===== config.mk =====
export PLATFORM = sky130hd
export DESIGN_NAME = inv_mix_columns
export DESIGN_NICKNAME = d
export VERILOG_FILES = /design/src/rtl/aes_pkg.sv /design/src/rtl/inv_col_mix.sv /design/src/rtl/inv_mix_columns.sv
export SDC_FILE = /design/constraint.sdc
export NUM_CORES = 1
export LEC_CHECK = 0
export ABC_AREA = 1
export CAP_MARGIN = 25
export CORE_ASPECT_RATIO = 1.25
export CORE_MARGIN = 2
export CORE_UTILIZATION = 45
export DETAILED_ROUTE_END_ITERATION = 12
export PLACE_DENSITY = 0.78
export SLEW_MARGIN = 5
export SYNTH_ARGS = -nofsm -noshare
export SYNTH_HDL_FRONTEND = slang
export SYNTH_SLANG_ARGS = --single-unit

===== constraint.sdc =====
create_clock -name clk -period 6.1 [get_ports clk]
set_input_delay 1.83 -clock clk [delete_from_list [all_inputs] [get_ports clk]]
set_output_delay 1.83 -clock clk [all_outputs]
set_load 0.05 [all_outputs]

===== src/rtl/aes_pkg.sv =====
// Shared AES constants, FSM encoding and GF(2^8) helpers for the
// inverse column mixer.
package aes_pkg;

   localparam int BYTE = 8;
   localparam int WORD = 32;
   localparam int NCOL = 4;

   localparam logic [BYTE-1:0] GF_POLY = 8'h1B;

   typedef enum logic [1:0] {
      ST_IDLE = 2'd0,
      ST_BUSY = 2'd1,
      ST_DONE = 2'd2
   } state_t;

   // Multiply by 0x02 modulo x^8 + x^4 + x^3 + x + 1.
   function automatic logic [BYTE-1:0] xtime(input logic [BYTE-1:0] b);
      return {b[BYTE-2:0], 1'b0} ^ (b[BYTE-1] ? GF_POLY : '0);
   endfunction

endpackage


===== src/rtl/inv_col_mix.sv =====
// Single-column AES InvMixColumns: combinational, row0 in the top byte.
module inv_col_mix
   import aes_pkg::*;
(
   input  logic [WORD-1:0] col_in,
   output logic [WORD-1:0] col_out
);

   logic [BYTE-1:0] r  [NCOL];
   logic [BYTE-1:0] x2 [NCOL];
   logic [BYTE-1:0] x4 [NCOL];
   logic [BYTE-1:0] x8 [NCOL];
   logic [BYTE-1:0] m9 [NCOL];
   logic [BYTE-1:0] mb [NCOL];
   logic [BYTE-1:0] md [NCOL];
   logic [BYTE-1:0] me [NCOL];

   // 09/0b/0d/0e are sums of the x8, x4, x2 and x1 partial products.
   always_comb begin
      for (int i = 0; i < NCOL; i++) begin
         r[i]  = col_in[WORD-1-BYTE*i -: BYTE];
         x2[i] = xtime(r[i]);
         x4[i] = xtime(x2[i]);
         x8[i] = xtime(x4[i]);
         m9[i] = x8[i] ^ r[i];
         mb[i] = x8[i] ^ x2[i] ^ r[i];
         md[i] = x8[i] ^ x4[i] ^ r[i];
         me[i] = x8[i] ^ x4[i] ^ x2[i];
      end
      col_out = {me[0] ^ mb[1] ^ md[2] ^ m9[3],
                 m9[0] ^ me[1] ^ mb[2] ^ md[3],
                 md[0] ^ m9[1] ^ me[2] ^ mb[3],
                 mb[0] ^ md[1] ^ m9[2] ^ me[3]};
   end

endmodule


===== src/rtl/inv_mix_columns.sv =====
// Iterative AES InvMixColumns: one column per clock, result held on a
// valid/ready output until taken downstream.
//
//   state | meaning
//   IDLE  | waiting for a state on in_valid/in_ready
//   BUSY  | mixing column col_cnt in place, one per clock
//   DONE  | result presented on state_out until out_ready
module inv_mix_columns
   import aes_pkg::*;
(
   input  logic                 clk,
   input  logic                 rst,
   input  logic                 in_valid,
   output logic                 in_ready,
   input  logic [WORD*NCOL-1:0] state_in,
   output logic                 out_valid,
   input  logic                 out_ready,
   output logic [WORD*NCOL-1:0] state_out
);

   localparam int SW = WORD * NCOL;

   state_t          state_q;
   state_t          state_d;
   logic [1:0]      col_cnt;
   logic [SW-1:0]   state_reg;
   logic [WORD-1:0] col_sel;
   logic [WORD-1:0] col_mixed;
   logic            col_last;

   assign col_last = (col_cnt == 2'(NCOL - 1));

   always_comb begin
      col_sel = state_reg[SW-1 -: WORD];
      case (col_cnt)
         2'd0: col_sel = state_reg[SW-1         -: WORD];
         2'd1: col_sel = state_reg[SW-1-WORD    -: WORD];
         2'd2: col_sel = state_reg[SW-1-2*WORD  -: WORD];
         2'd3: col_sel = state_reg[SW-1-3*WORD  -: WORD];
         default: col_sel = state_reg[SW-1 -: WORD];
      endcase
   end

   inv_col_mix u_inv_col_mix (
      .col_in  (col_sel),
      .col_out (col_mixed)
   );

   always_comb begin
      state_d   = state_q;
      in_ready  = 1'b0;
      out_valid = 1'b0;
      case (state_q)
         ST_IDLE: begin
            in_ready = 1'b1;
            if (in_valid) state_d = ST_BUSY;
         end
         ST_BUSY: begin
            if (col_last) state_d = ST_DONE;
         end
         ST_DONE: begin
            out_valid = 1'b1;
            if (out_ready) state_d = ST_IDLE;
         end
         default: state_d = ST_IDLE;
      endcase
   end

   always_ff @(posedge clk or posedge rst) begin
      if (rst) begin
         state_q <= ST_IDLE;
      end else begin
         state_q <= state_d;
      end
   end

   // In-place write-back: the mixed column replaces its source slot.
   always_ff @(posedge clk or posedge rst) begin
      if (rst) begin
         col_cnt   <= '0;
         state_reg <= '0;
      end else begin
         case (state_q)
            ST_IDLE: begin
               if (in_valid) begin
                  state_reg <= state_in;
                  col_cnt   <= '0;
               end
            end
            ST_BUSY: begin
               col_cnt <= col_cnt + 2'd1;
               case (col_cnt)
                  2'd0: state_reg[SW-1        -: WORD] <= col_mixed;
                  2'd1: state_reg[SW-1-WORD   -: WORD] <= col_mixed;
                  2'd2: state_reg[SW-1-2*WORD -: WORD] <= col_mixed;
                  2'd3: state_reg[SW-1-3*WORD -: WORD] <= col_mixed;
                  default: ;
               endcase
            end
            default: ;
         endcase
      end
   end

   assign state_out = state_reg;

endmodule

==> results.py <==
metrics = {
    "run_status": {
        "status": "completed",
    },
    "clock_network": {
        "clock_latency_ns": 0.44,
        "cts-buffers-inserted": 17,
        "cts_tree": "built",
        "clk_path_buf_depth": 2,
        "cts_max_level": 4,
        "cts.clk_slew.worst_paths_ns": 0.07,
        "postCtsHoldBufs": 0,
        "post_cts_buffers": 0,
        "ctsResizeCount": 0,
        "cts.sinks": 132,
        "clock_tree.root_cell": "clkbuf_16",
    },
    "grt": {
        "antenna_found_initial": 0,
        "grt_first_pass_wirelength_um": 68950,
        "grt_max_degree": 79,
        "gr-total-overflow": 0,
        "grt_pass1_vias": 12070,
        "grtUsageTotal_pct": 36.17,
    },
    "sta": {
        "relSlewSlack_pct": 40.71,
        "fin_skew_ns": 0.01595,
        "rsz0062_at_grt": "false",
        "finalHoldViolCount": 0,
        "period_minus_slack_ns": 4.090,
        "fmax_ghz": 0.2445,
        "fin_crit_sh_pct": 67.05,
        "drv_slew": 0,
        "holdWs_ns": 0.5583,
        "worst_slew_pin_slew_ns": 0.8893,
        "timing.setup.tns_ns": 0,
        "setup_violations": 0,
    },
    "setup_path": {
        "cp_max_fo": 22,
        "worstPathArrival_ns": 4.45,
        "critPathKind": "register to register",
        "rr_worst_depth": 15,
        "max_stage_delay_ns": 0.53,
        "critPathRequiredTime_ns": 6.46,
        "crit_slowest_cell": "nor2_1",
        "cpMostUsedCell": "nand2_1",
        "crit_path_start_kind": "register",
        "worstPathCellList": "inv_1 > ha_1 > buf_4 > nand2_1 > nand2_1 > nor2_1 > nor2_1 > nand3_1 > nand2_1 > xor2_1 > nand3b_1 > nand2_1 > nand2_1 > nand3_1 > a21oi_1",
        "cp-end-kind": "register",
    },
    "floorplan": {
        "dieArea_um2": 25450,
        "die_x_um": 143.1,
        "fp.coreArea_um2": 23730,
        "io_pins": 262,
        "die_y_um": 177.9,
        "row_count": 63,
        "start_util_pct": 45.86,
    },
    "logic_synthesis": {
        "synth_area_um2": 10880,
        "ys_seq_elements": 132,
        "netlist_instances": 1700,
        "synth_area_leaders": "dfrtp_1 (30%), nand2_1 (22%), a21oi_1 (10%), xor2_1 (6.7%), nor2_1 (6.5%)",
        "synth_top_area_share_pct": 30.36,
        "yosysSeqAreaShare_pct": 30.36,
        "yosysTopAreaCell": "dfrtp_1",
        "yosysUniqueCellTypes": 43,
        "avgSynthCellArea_um2": 6.400,
        "yosysWarnings": 0,
        "syn_nets": 1836,
    },
    "placement": {
        "place_inst": 2237,
        "dp_hpwl_um": 35540,
        "portBuffers": 261,
        "gp_routability_congestion": 1.044,
    },
    "cells_and_area": {
        "antenna_cells": 0,
        "mostFrequentLayoutCells": "nand2_1 (644), clkdlybuf4s50_1 (261), a21oi_1 (225), nor2_1 (186), dfrtp_1 (132)",
        "final_common_cell": "nand2_1",
        "layout-drive-gt1-share_pct": 7.249,
        "final_cells": 2270,
        "nNetsFinal": 2068,
        "syn_to_final_growth_pct": 31.73,
    },
    "hold_path": {
        "hold_path_depth": 2,
        "hp-class": "register to register",
    },
    "route": {
        "viasPerCell": 5.628,
        "drtPass1Iterations": 6,
        "vias": 12780,
        "ant_nets": 0,
        "wl_per_cell_um": 20.42,
        "drtIter0Drc": 1314,
        "wl_um": 46350,
        "drc": 0,
    },
    "run": {
        "maxCapViolations": 0,
    },
}
==> cell type report <==
class	count	area, um^2
clock buffers	18	429.2
clock inverters	14	140.1
fillers	2197	9394
inverters	105	401.6
multi-input cells	1400	6887
flip-flops and latches	132	3303
well taps	325	406.6
repair buffers	276	2765
==> flip-flops by register name, summed over array words and instances, names as in the netlist <==
signal     count
state_out    128
col_cnt        2
state_q        2
==> layer usage <==
metal,up-vias,wire length (um),GRT usage [%]
met5,-,0,0
met4,0,2755,19.47
met3,164,4501,7.366
met2,783,21020,56.16
met1,5951,18070,47.21
li1,5877,-,-
==> metrics by stage <==
stage	instance area (um^2)	utilization, %	setup slack (ns)
final	14330	60.41	2.010
after global routing	14330	60.41	1.788
after CTS	14310	60.29	2.188
after detailed placement	13740	57.89	2.096
after global placement	13710	57.78	2.147
after floorplan	10880	-	0.7440
==> cells by family after synthesis <==
group                    count (synthesis)  synth area share, %
adder cells (fa/ha/maj)                  4               0.4600
XOR/XNOR                               113                9.303
AND/OR/NAND/NOR                       1005                38.40
buffers and inverters                  168                6.670
AO/OA/AOI/OAI                          278                14.81
flip-flops                             132                30.36
==> final timing paths <==
kind	startpoint	end	slack, ns
min in group asynchronous	rst	state_out[0]$_DFFE_PP0P_	1.74
setup / recovery	col_cnt[1]$_DFFE_PP0P_	state_out[109]$_DFFE_PP0P_	2.01
setup reg to reg	col_cnt[1]$_DFFE_PP0P_	state_out[109]$_DFFE_PP0P_	2.01
hold reg to reg	state_out[125]$_DFFE_PP0P_	state_out[125]$_DFFE_PP0P_	0.56
hold / removal	state_out[125]$_DFFE_PP0P_	state_out[125]$_DFFE_PP0P_	0.56
max in group asynchronous	rst	state_out[41]$_DFFE_PP0P_	3.30
==> critical path: cells and delay by family (launching register included) <==
family / cells / cell delay (ns)
AO/OA/AOI/OAI: 1 / 0.27
XOR/XNOR: 1 / 0.45
buffers and inverters: 2 / 0.50
flip-flops: 1 / 0.42
AND/OR/NAND/NOR: 10 / 1.85
adder cells (fa/ha/maj): 1 / 0.48
==> synth_stat cells, drive strengths merged <==
cell / number
dfrtp: 132
nand2: 663
o21bai: 13
nand2b: 1
o22ai: 9
xnor2: 27
clkinv: 2
a31oi: 8
nand3b: 11
a21oi: 229
o21ai: 16
a21o: 2
xor2: 86
nor2: 207
a22o: 1
nand4: 2
ha: 4
or2: 6
nand3: 115
buf: 24
inv: 103
clkbuf: 39
Power is not shown: default switching activity piles up to over one toggle a cycle in this logic, so the estimate is an artifact.
